$ cat src/rtl/digit_serial_adder.sv
// Digit-serial adder/subtractor: processes DIGIT bits per clock, LSB slice first,
// and publishes S/Cout/V together with a one-cycle done pulse.
module digit_serial_adder #(
  parameter int unsigned WIDTH = 8,
  parameter int unsigned DIGIT = 1
) (
  input  logic             clk,
  input  logic             rst,
  input  logic             start,
  input  logic [WIDTH-1:0] A,
  input  logic [WIDTH-1:0] B,
  input  logic             Cin,
  input  logic             Sub,
  output logic             busy,
  output logic             done,
  output logic [WIDTH-1:0] S,
  output logic             Cout,
  output logic             V
);

  localparam int unsigned N  = WIDTH / DIGIT;
  localparam int unsigned CW = (N > 1) ? $clog2(N) : 1;

  if (WIDTH < 1 || WIDTH > 64 || DIGIT < 1 || (WIDTH % DIGIT) != 0) begin : g_param_check
    $error("digit_serial_adder: WIDTH must be 1..64 and an exact multiple of DIGIT");
  end

  typedef enum logic [1:0] {IDLE, RUN, DONE} state_t;

  state_t           state, state_next;
  logic [WIDTH-1:0] a_q, b_q, psum, psum_next;
  logic             sub_q, carry;
  logic [CW-1:0]    cnt;
  logic             accept, last;
  logic [DIGIT-1:0] dig_s;
  logic             dig_c, msb_cin, b_bit;

  assign accept = start && (state != RUN);
  assign last   = (cnt == CW'(N - 1));

  // One DIGIT-wide ripple slice; msb_cin keeps the carry into the slice's top bit for V.
  always_comb begin
    dig_s   = '0;
    dig_c   = carry;
    msb_cin = carry;
    b_bit   = 1'b0;
    for (int i = 0; i < int'(DIGIT); i++) begin
      msb_cin  = dig_c;
      b_bit    = b_q[i] ^ sub_q;
      dig_s[i] = a_q[i] ^ b_bit ^ dig_c;
      dig_c    = (a_q[i] & b_bit) | (a_q[i] & dig_c) | (b_bit & dig_c);
    end
    psum_next = WIDTH'({dig_s, psum} >> DIGIT);
  end

  always_comb begin
    state_next = state;
    case (state)
      IDLE:    if (start) state_next = RUN;
      RUN:     if (last) state_next = DONE;
      DONE:    state_next = start ? RUN : IDLE;
      default: state_next = IDLE;
    endcase
  end

  always_ff @(posedge clk) begin
    if (rst) begin
      state <= IDLE;
      busy  <= 1'b0;
      done  <= 1'b0;
    end else begin
      state <= state_next;
      busy  <= (state_next == RUN);
      done  <= (state_next == DONE);
    end
  end

  // Operand capture, slice shifting and result publication.
  always_ff @(posedge clk) begin
    if (rst) begin
      a_q   <= '0;
      b_q   <= '0;
      psum  <= '0;
      sub_q <= 1'b0;
      carry <= 1'b0;
      cnt   <= '0;
      S     <= '0;
      Cout  <= 1'b0;
      V     <= 1'b0;
    end else if (accept) begin
      a_q   <= A;
      b_q   <= B;
      psum  <= '0;
      sub_q <= Sub;
      carry <= Cin ^ Sub;
      cnt   <= '0;
    end else if (state == RUN) begin
      a_q   <= a_q >> DIGIT;
      b_q   <= b_q >> DIGIT;
      psum  <= psum_next;
      carry <= dig_c;
      cnt   <= cnt + CW'(1);
      if (last) begin
        S    <= psum_next;
        Cout <= dig_c;
        V    <= msb_cin ^ dig_c;
      end
    end
  end

endmodule

$ cat config.mk
export PLATFORM = sky130hd
export DESIGN_NAME = digit_serial_adder
export DESIGN_NICKNAME = d
export VERILOG_FILES = /design/src/rtl/digit_serial_adder.sv
export SDC_FILE = /design/constraint.sdc
export NUM_CORES = 1
export LEC_CHECK = 0
export ABC_CLOCK_PERIOD_IN_PS = 2100
export BUFFER_PORTS_ARGS = -buffer_cell sky130_fd_sc_hd__buf_2
export CAP_MARGIN = 20
export CORE_ASPECT_RATIO = 0.8
export CORE_MARGIN = 3
export CORE_UTILIZATION = 26
export CTS_BUF_LIST = sky130_fd_sc_hd__clkbuf_4 sky130_fd_sc_hd__clkbuf_8
export DETAILED_ROUTE_END_ITERATION = 8
export PLACE_DENSITY = 0.49
export SYNTH_ARGS = -nofsm -noshare
export SYNTH_HDL_FRONTEND = slang
export SYNTH_SLANG_ARGS = --single-unit
$ cat constraint.sdc
create_clock -name clk -period 2.1 [get_ports clk]
set_clock_uncertainty 0.15 [all_clocks]
set_input_delay 0.315 -clock clk [delete_from_list [all_inputs] [get_ports clk]]
set_output_delay 0.315 -clock clk [all_outputs]
set_load 0.1 [all_outputs]
== Word level (Yosys, flattened, before mapping) ==
Cells that the tools add are included.

* Bits in registers: 43
* Bits in latches: 0
* Memory bits (writable): 0
* ROM bits: 0
* Bits of input ports: 21
* Output and inout port bits: 12
* Logic and storage cells: 45
* Memories kept: 0

* Add/subtract/negate cells: 1
* Multipliers: 0
* Div/mod/pow operators: 0
* $lt $le $gt $ge: 0
* Eq/ne operators: 6
* Shift-type cells: 0
* Mux-type cells: 10
* Bitwise logic cells: 11
* Reduce and logical (&&, ||, !) cells: 5

{| class="wikitable"
|+ Operator list
! operator !! number
|-
| 2-to-1 mux 8 bit || 4
|-
| one-hot mux 2 bit (3 select lines) || 1
|-
| bitwise XOR 1 bit || 5
|-
| equality test 2 x 1 -> 1 bit, second input constant || 2
|-
| equality test 2 bit, second input constant || 2
|-
| 2-to-1 mux 2 bit || 2
|-
| adder 3 x 1 -> 3 bit, second input constant || 1
|-
| bitwise AND 1 bit || 3
|-
| equality test 3 bit, second input constant || 1
|-
| 2-to-1 mux 1 bit || 3
|-
| AND reduction 3 bit || 1
|-
| logical NOT 2 bit || 1
|-
| inequality test 2 x 1 -> 1 bit, second input constant || 1
|-
| bitwise OR 1 bit || 2
|-
| nonzero test 2 bit || 1
|-
| OR reduction 2 bit || 1
|-
| logical AND 1 bit || 1
|-
| inverter 1 bit || 1
|}

== Longest topological paths before layout ==
Gate-level depths: netlist of run 1.

* Depth in word-level cells: 6
* Gate-level depth with buffers: 6
* Mapped depth without buffers: 5

== Worst setup path after synthesis of run 1 ==
Ideal clock, no wire load.

* Kind: register to register
* Start: reg Cout (netlist name)
* End: reg Cout
* Library setup time: 0.086 ns
* Arrival time: 1.238 ns
* Data required time: 1.864 ns
* Path slack: 0.626 ns
* Stages on the path, launching flop included: 3
* Buffers on the path: 0
* Path through: dfxtp_1 > nor2_1 > a211oi_1

{| class="wikitable"
|+ RTL lines
! item !! RTL line !! RTL
|-
| end signal: assignment || 105 || <nowiki>Cout <= dig_c;</nowiki>
|-
| end: declaration || 17 || <nowiki>output logic Cout,</nowiki>
|}

== Final worst setup path of run 1 ==
* Start: reg cnt[0]
* End: reg S[7]

* Longest elaborated chain between the ends: 2

{| class="wikitable"
|+ RTL lines
! item !! RTL line !! RTL
|-
| start: declaration || 33 || <nowiki>logic [CW-1:0] cnt;</nowiki>
|-
| start signal: assignment || 102 || <nowiki>cnt <= cnt + CW'(1);</nowiki>
|-
| equality test 3 bit || 39 || <nowiki>assign last = (cnt == CW'(N - 1));</nowiki>
|-
| AND reduction 3 bit (no source line) || -- ||
|-
| end signal: assignment || 104 || <nowiki>S <= psum_next;</nowiki>
|-
| end: declaration || 16 || <nowiki>output logic [WIDTH-1:0] S,</nowiki>
|}

No other way between the ends.
A chain may end at the register's enable or synchronous reset.

==> reports/summary.txt, run 1 <==
Slew headroom: 0.675
Critical path class: reg2reg
Syn Nets: 208
RSZ-0062 raised after global routing: false
Vias in the first global route: 1,297
Port buffer count: 32
CTS clock-pin slew for the worst setup and hold paths: 0.08 ns
Fillers: 640
Yosys top cell by area: dfxtp_1
Chip Width: 96.1 um
# setup viols final: 0
Reg-to-Reg Start: cnt[0]
Syn_area_per_cell: 9.17 um2
Post-Syn Area: 1690 um2
LEAKAGE: 0.862 nW
H-tree level count: 2
DRT iter0 DRCs: 66
Initial antenna violation count: 0
First drt pass iteration count: 4
Root Buffer Master: clkbuf_8
Io pins: 33
Final WL: 3390 um
Internal: 1.42 mW
DP HPWL: 2380 um
Nets: 240
Crit. End Element: flip-flop
CP Launch Type: flip-flop
Post-synthesis xor/xnor area fraction: 0.0208
Final hold violation count: 0
GP Congestion: 0.678
CTS buffer count: 5
CP endpoint: S[7]
Psw: 0.400 mW
Seq pwr share: 0.469
Total grt overflow: 0
Drt via density: 4.32
Async SR Flop Fraction: 0
Final Cycle Share: 0.764
Adder-Cell Fraction of Synth Area: 0.0267
Top cell type's share of synthesized area: 0.499
FMAX: 623 MHz
Core area: 6100 um2
First-pass GRT wire length: 5770 um
Clock Sinks: 42
Gate Count Post-Synth: 184
DRC violations left: 0
Ant. Diodes: 0
Clock power frac: 0.427
Crit-path max FO: 12
R2R Setup Slk: 0.50 ns
FF-to-FF End: S[7]
Yosys reg bits: 42
Post-synth EDFFs: 0
Worst Setup SP: cnt[0]
Worst EP arrival: 1.66 ns
DR WL/cell: 11.4 um
Dpl ws: 0.494 ns
Initial Utilization: 0.277
Largest family of logic cells by synthesized area: simple AND/OR/NAND/NOR gates
Complex-gate fraction of the synthesized area: 0.153
Largest net degree at the start of global routing: 20
Distinct cells, synth: 26
Num rows: 25
Setup bufs post-CTS: 0
Final WS setup: 0.496 ns
P per Cell Area: 881 nW/um2
Layout cells sized above 1: 0.230
Worst vdd ir: 232 uV
DR vias: 1,286
Synth area leaders: dfxtp_1 (50%), mux2i_1 (9.5%), nand2_1 (7.1%), a211oi_1 (6.2%), nor2_1 (5.1%)
Register area share after synthesis: 0.499
Hold_buf cts: 0
Gr usage total: 0.0984
CTS tree: yes
Mux share of post-synthesis cell area: 0.0950
Post-CTS sizing: 0
Cell depth of the worst flop-to-flop path: 5
Final min period: 1.60 ns
Slew Limit Fails: 0
Area delta synth->final: 22.6%
Synth Area in Simple Gates: 0.155
Yosys warns: 0
Tightest Pin Transition: 0.491 ns
Outcome: completed
Min-Delay Path Class: in2reg
Setup TNS: 0 ns
Die height: 78.0 um
Skew-Pair Late Insertion Delay: 0.29 ns
Most instantiated cells after synthesis: dfxtp_1 (42), nand2_1 (32), nor2_1 (23)
Most used flip-flop cell after synthesis: dfxtp_1
Die area: 7500 um2
Max_cap viols: 0
Worst Path Required: 2.15 ns
Longest Clk Path Bufs: 2
Antenna-violating nets left: 0
Count leader, synth: dfxtp_1
Logic pwr share: 0.104
Sw frac: 0.220
final cells by class:
cell class	count	area, um2	area share
Timing Repair Buffer	39	213	0.103
Clock buffer	6	82.6	0.0399
Multi-Input combinational cell	125	759	0.367
Inverter	3	11.3	0.00544
Sequential cell	42	841	0.407
Tap cell	81	101	0.0490
Clock inverter	2	60.1	0.0290
critical path, cell delays in order, from the launching register on:
cell and delay (ns):
dfxtp_1 0.35, ha_1 0.15, ha_1 0.18, and3b_1 0.42, nor2_1 0.08, a211oi_1 0.20
registers in the layout, indices dropped and copies added (netlist names):
signal / flops
state: 2
carry: 1
S: 8
cnt: 3
b_q: 8
done: 1
V: 1
a_q: 8
psum: 7
busy: 1
sub_q: 1
Cout: 1
how the worst min path moves through the flow:
stage | slack (ns) | start | cells past startpoint | end
2_1_floorplan | 0.28 | psum[1] | 2 | S[0]
3_3_place_gp | 0.29 | V | 2 | V
3_5_place_dp | 0.30 | V | 2 | V
4_1_cts | 0.15 | Sub | 3 | sub_q
5_1_grt | 0.17 | Sub | 3 | sub_q
6_report | 0.16 | Sub | 3 | sub_q
placed cells by master (no fill, tap or decap), drive strengths merged:
cell type and instances:
a2111oi 1, a211oi 17, a21o 1, a21oi 17, and3b 1, buf 39, bufinv 2, clkbuf 6
dfxtp 42, fa 1, ha 2, inv 3, mux2i 16, nand2 32, nand2b 1, nand3 1
nand3b 1, nor2 23, nor2b 1, nor3 3, o21ai 1, o22a 1, or2 1, xnor2 4
cells by family after synthesis:
family / count (synthesis)
AO/OA/AOI/OAI: 38
XOR/XNOR: 4
adder cells (fa/ha/maj): 3
buffers and inverters: 17
flip-flops: 42
multiplexers: 16
AND/OR/NAND/NOR: 64
layer usage:
metal | share of wire | global-route usage | wire length [um] | vias up
li1 | - | - | - | 686
met1 | 0.53 | 0.134 | 1800 | 569
met2 | 0.40 | 0.145 | 1340 | 27
met3 | 0.066 | 0.0412 | 222 | 4
met4 | 0.0068 | 0.0213 | 23 | 0
met5 | 0 | 0 | 0 | -
stage by stage:
step	cell area [um2]	hold slack, ns	power, mW	util	cells
floorplan	1690	0.282	1.02	-	184
global placement	1930	0.293	1.07	0.316	290
detailed placement	1930	0.298	1.07	0.316	290
CTS	2070	0.149	1.85	0.339	298
global route	2070	0.171	1.91	0.339	298
finish	2070	0.158	1.82	0.339	298
power groups by stage:
stage	Combinational [mW]	Clock, mW	Sequential (mW)
after floorplan	0.135	0	0.880
after global placement	0.194	0	0.874
after detailed placement	0.193	0	0.873
after CTS	0.194	0.796	0.855
after global routing	0.218	0.836	0.861
final	0.190	0.778	0.855
(Power assumes the default switching activity.)
==> run 2: changes to the inputs <==
Settings changed: ABC_CLOCK_PERIOD_IN_PS 2100 to 1600.
Clock period 2.1 ns to 1.6 ns, I/O delays scaled along.
==> run 2 against run 1 <==
Against the previous run: non-clock buffer count is 2 higher; via count increased by 2.6%; die area unchanged; register-to-register slack got worse by 0.39 ns; worst hold slack lost 0.10 ns; sequential power increased by 31%; combinational power grew 35%; total power increased by 14%; maximum frequency up 7.4%; global-route usage up 0.17 points; critical path type unchanged; critical endpoint is now V; highest routed layer unchanged.
==> reports/summary.txt, run 2 (synthesized netlist as in run 1, its figures left out) <==
Outcome: completed
Worst vdd ir: 304 uV (+31%)
Tightest Pin Transition: 0.488 ns (-0.00317 ns)
Num rows: 25 (unchanged)
First-pass GRT wire length: 5800 um (+0.49%)
Drt via density: 4.39 (+1.6%)
Clock Sinks: 42 (unchanged)
Initial Utilization: 0.277 (unchanged)
Vias in the first global route: 1,246 (-3.9%)
CTS buffer count: 5 (unchanged)
RSZ-0062 raised after global routing: false
Ant. Diodes: 0 (unchanged)
Antenna-violating nets left: 0 (unchanged)
P per Cell Area: 1010 nW/um2 (+15%)
DR vias: 1,320 (+2.6%)
Area delta synth->final: 22.3%
Post-Layout Cell Count: 301 (+1.0%)
Die height: 78.0 um (unchanged)
Io pins: 33 (unchanged)
Initial antenna violation count: 0 (unchanged)
# setup viols final: 0 (unchanged)
Total power: 2.09 mW (+14%)
Die area: 7500 um2 (unchanged)
LEAKAGE: 0.855 nW (-0.79%)
Final WL: 3560 um (+5.1%)
GP Congestion: 0.680 (+0.28%)
CP Launch Type: flip-flop
Area of the multi-input gates: 787 um2 (+3.6%)
Placement Cell Area: 1940 um2 (+0.78%)
Final hold violation count: 0 (unchanged)
Final min period: 1.49 ns (-0.111 ns)
Total grt overflow: 0 (unchanged)
Skew-Pair Late Insertion Delay: 0.29 ns (about the same)
Biggest regs: S x8, a_q x8, b_q x8
CTS clock-pin slew for the worst setup and hold paths: 0.08 ns (about the same)
Crit-path max FO: 3 (-9)
H-tree level count: 2 (unchanged)
Most common cell after layout, fill and taps aside: dfxtp_1
Post-route cell area: 2060 um2 (-0.24%)
DRT iter0 DRCs: 48 (-27%)
Fillers: 658 (+2.8%)
FMAX: 670 MHz (+7.4%)
Slew Limit Fails: 0 (unchanged)
Largest net degree at the start of global routing: 30 (+50%)
Commonest cells after routing, fill and taps aside: dfxtp_1 (42), nand2_1 (32), buf_2 (32), nor2_1 (23), a21oi_1 (17)
Root Buffer Master: clkbuf_8
Longest Clk Path Bufs: 2 (unchanged)
Slew headroom: 0.677 (+0.00210)
Core area: 6100 um2 (unchanged)
Layout cells sized above 1: 0.250 (+0.0196)
Crit. End Element: flip-flop
Final Cycle Share: 0.933 (+0.169)
Nets: 243 (+1.3%)
Critical path class: reg2reg
Port buffer count: 32 (unchanged)
Dpl cells: 292 (+0.69%)
R2R Setup Slk: 0.11 ns (-0.39 ns)
Setup TNS: 0 ns (unchanged)
Chip Width: 96.1 um (unchanged)
DRC violations left: 0 (unchanged)
Gr usage total: 0.100 (+0.00168)
Worst Path Required: 1.67 ns (-0.48 ns)
Flip-flop and latch area: 841 um2 (unchanged)
Worst EP arrival: 1.56 ns (-0.10 ns)
Min-Delay Path Class: in2reg
Max_cap viols: 0 (unchanged)
First drt pass iteration count: 4 (unchanged)
DR WL/cell: 11.8 um (+4.1%)
CTS tree: yes
DP HPWL: 2430 um (+1.9%)
## run 2: cell types whose count changed in the layout (fill, tap and decap cells not counted), sizes merged
cell,before,now
and3b,1,2
bufinv,2,0
clkbuf,6,7
clkinv,0,1
buf,39,41
## run 2: worst max-delay path, cell delays in order, from the launching register on
cell and delay [ns]:
dfxtp_1 0.33, xnor2_1 0.13, fa_1 0.44, xnor2_1 0.18, nand2_1 0.07, a21oi_1 0.13
## run 2: final cells by class
type | instances | share of cell area
Sequential cell | 42 | 0.408
Inverter | 3 | 0.00546
Clock buffer | 7 | 0.0437
Tap cell | 81 | 0.0491
Clock inverter | 1 | 0.00243
Timing Repair Buffer | 41 | 0.110
Multi-Input combinational cell | 126 | 0.381
## run 2: worst paths after layout
kind / start / end / depth (start not counted)
worst max-delay path: sub_q / V / 5
worst min-delay path: rst / sub_q / 2
worst max register to register: sub_q / V / 5
worst min register to register: S[5] / S[5] / 2
## run 2: power by group
| group | internal (mW) | leakage, nW | switching, mW |
|---|---|---|---|
| Sequential | 1.09 | 0.343 | 0.0278 |
| Combinational | 0.110 | 0.461 | 0.147 |
| Clock | 0.365 | 0.0517 | 0.341 |
## run 2: repair_timing
item,in CTS,in global routing
resized for setup,1,3
hold buffers,0,0
setup buffers,0,0
cloned,0,1
setup endpoints to repair,4,4
## run 2: per-layer routing
metal,track usage,share of wire
met3,0.0374,0.058
met2,0.143,0.41
met4,0.0298,0.0076
met1,0.139,0.52
met5,0,0
## run 2: through the flow
stage	util	hold slack, ns	worst slack (ns)
3_5_place_dp	0.318	0.297	-0.0492
2_1_floorplan	-	0.238	0.126
4_1_cts	0.334	0.0508	0.0677
6_report	0.338	0.0546	0.107
5_1_grt	0.338	0.0605	0.00396
3_3_place_gp	0.318	0.294	0.00202
==> run 3: changes to the inputs <==
Settings changed: CELL_PAD_IN_SITES_DETAIL_PLACEMENT set to 2, CELL_PAD_IN_SITES_GLOBAL_PLACEMENT set to 2, PLACE_DENSITY 0.49 to 0.69.
==> run 3 against run 2 <==
Against the previous run: worst setup slack better by 0.0069 ns; flip-flop and latch count unchanged; worst hold slack better by 0.035 ns; combinational power increased by 5%; non-clock buffer count rose by 1; via count increased by 4.4%; sequential power about the same; wire length increased by 19%; first-iteration DRC count shrank 4.2%; total power is 7.7% higher; clock-buffer cell count did not move; final area up 1.5%; critical path type unchanged; highest routed layer unchanged.
==> reports/summary.txt, run 3 (synthesized netlist as in run 1, its figures left out) <==
Outcome: completed
DR WL/cell: 14.0 um (+18%)
CTS buffer count: 5 (unchanged)
Slew headroom: 0.671 (-0.00611)
Setup TNS: 0 ns (unchanged)
Vias in the first global route: 1,391 (+12%)
Worst Path Required: 1.66 ns (about the same)
Gr usage total: 0.118 (+0.0175)
Root Buffer Master: clkbuf_8
Biggest regs: S x8, a_q x8, b_q x8
Crit path max-delay family: adder cells
Total grt overflow: 0 (unchanged)
Post-Layout Cell Count: 302 (+0.33%)
RSZ-0062 raised after global routing: false
Drt via density: 4.56 (+4.0%)
Worst Setup SP: cnt[0]
Reg-to-Reg Start: cnt[0]
CP Buf/Inv Count: 0 (unchanged)
Most common cell after layout, fill and taps aside: dfxtp_1
Die height: 78.0 um (unchanged)
Crit. End Element: flip-flop
Layout cells sized above 1: 0.267 (+0.0170)
Final Cycle Share: 0.929 (-0.00433)
GP Congestion: 0.641 (-5.8%)
P per Cell Area: 1070 nW/um2 (+6.1%)
CTS tree: yes
Final WL: 4220 um (+19%)
Port buffer count: 32 (unchanged)
End-of-flow core utilization: 0.343 (+0.00513)
CP Launch Type: flip-flop
Hold_buf cts: 0 (unchanged)
Fillers: 703 (+6.8%)
First drt pass iteration count: 4 (unchanged)
Chip Width: 96.1 um (unchanged)
Antenna-violating nets left: 0 (unchanged)
Largest stage delay, worst path: 0.34 ns (-0.10 ns)
Skew-Pair Late Insertion Delay: 0.29 ns (about the same)
Ant. Diodes: 0 (unchanged)
LEAKAGE: 0.875 nW (+2.3%)
Final hold violation count: 0 (unchanged)
Dpl cells: 293 (+0.34%)
Area of the multi-input gates: 777 um2 (-1.3%)
CP Cell Sequence: ha_1 > ha_2 > and3b_2 > nor2_1 > a211oi_1
Commonest cells after routing, fill and taps aside: dfxtp_1 (40), nand2_1 (32), buf_2 (32), nor2_1 (23), a21oi_1 (17)
Nets: 244 (+0.41%)
Largest net degree at the start of global routing: 21 (-30%)
DRT iter0 DRCs: 46 (-4.2%)
Placement Cell Area: 1960 um2 (+1.0%)
Slew Limit Fails: 0 (unchanged)
Fin Hold WS: 0.0897 ns (+0.0351 ns)
CTS clock-pin slew for the worst setup and hold paths: 0.08 ns (about the same)
Die area: 7500 um2 (unchanged)
Min-Delay Path Class: in2reg
Post-route cell area: 2090 um2 (+1.5%)
Min-delay src: Sub
Final WS setup: 0.113 ns (+0.00693 ns)
Tightest Pin Transition: 0.497 ns (+0.00923 ns)
DP HPWL: 2990 um (+23%)
Worst vdd ir: 308 uV (+1.4%)
Final min period: 1.49 ns (-0.00693 ns)
Longest Clk Path Bufs: 2 (unchanged)
Max_cap viols: 0 (unchanged)
Dpl ws: -0.0794 ns (-0.0301 ns)
Critical path class: reg2reg
Clock Sinks: 42 (unchanged)
H-tree level count: 2 (unchanged)
FMAX: 673 MHz (+0.47%)
# setup viols final: 0 (unchanged)
Area delta synth->final: 24.2%
Initial antenna violation count: 0 (unchanged)
Total power: 2.25 mW (+7.7%)
Crit-path slowest cell: dfxtp_2
First-pass GRT wire length: 6710 um (+16%)
DR vias: 1,378 (+4.4%)
Flip-flop and latch area: 843 um2 (+0.30%)
Num rows: 25 (unchanged)
Crit-path max FO: 6 (+3)
DRC violations left: 0 (unchanged)
Core area: 6100 um2 (unchanged)
Initial Utilization: 0.277 (unchanged)
Io pins: 33 (unchanged)
Worst EP arrival: 1.55 ns (about the same)
## run 3: power breakdown
part	leakage, nW	switching [mW]	internal, mW
registers	0.344	0.0285	1.10
logic	0.472	0.154	0.115
clock network	0.0593	0.354	0.501
## run 3: path summary, 6_finish.rpt
kind | to | slack [ns] | cells after the start
hold reg to reg | S[3] | 0.31 | 2
setup / recovery | Cout | 0.11 | 5
hold / removal | sub_q | 0.09 | 3
setup reg to reg | Cout | 0.11 | 5
## run 3: tightest hold or removal path: cells and delay by family
family / cells / cell delay [ns]
compound gates: 1 / 0.06
buf+inv: 1 / 0.12
simple gates: 1 / 0.06
## run 3: final cells by class
class / count / share of cell area
Inverter: 3 / 0.00538
Tap cell: 81 / 0.0484
Clock buffer: 7 / 0.0400
Clock inverter: 1 / 0.0143
Timing Repair Buffer: 42 / 0.118
Sequential cell: 42 / 0.403
Multi-Input combinational cell: 126 / 0.371
## run 3: layer usage
metal | share of wire | track usage | wire length (um) | vias to the layer above
li1 | - | - | - | 694
met5 | 0 | 0 | 0 | -
met2 | 0.46 | 0.190 | 1950 | 26
met3 | 0.042 | 0.0345 | 177 | 7
met4 | 0.012 | 0.0426 | 51 | 0
met1 | 0.48 | 0.147 | 2040 | 651
## run 3: timing repair
action,CTS,global route
hold endpoints to repair,0,0
setup endpoints to repair,10,13
resized for setup,1,5
buffers inserted,0,0
pin swaps,0,0
cloned,0,1
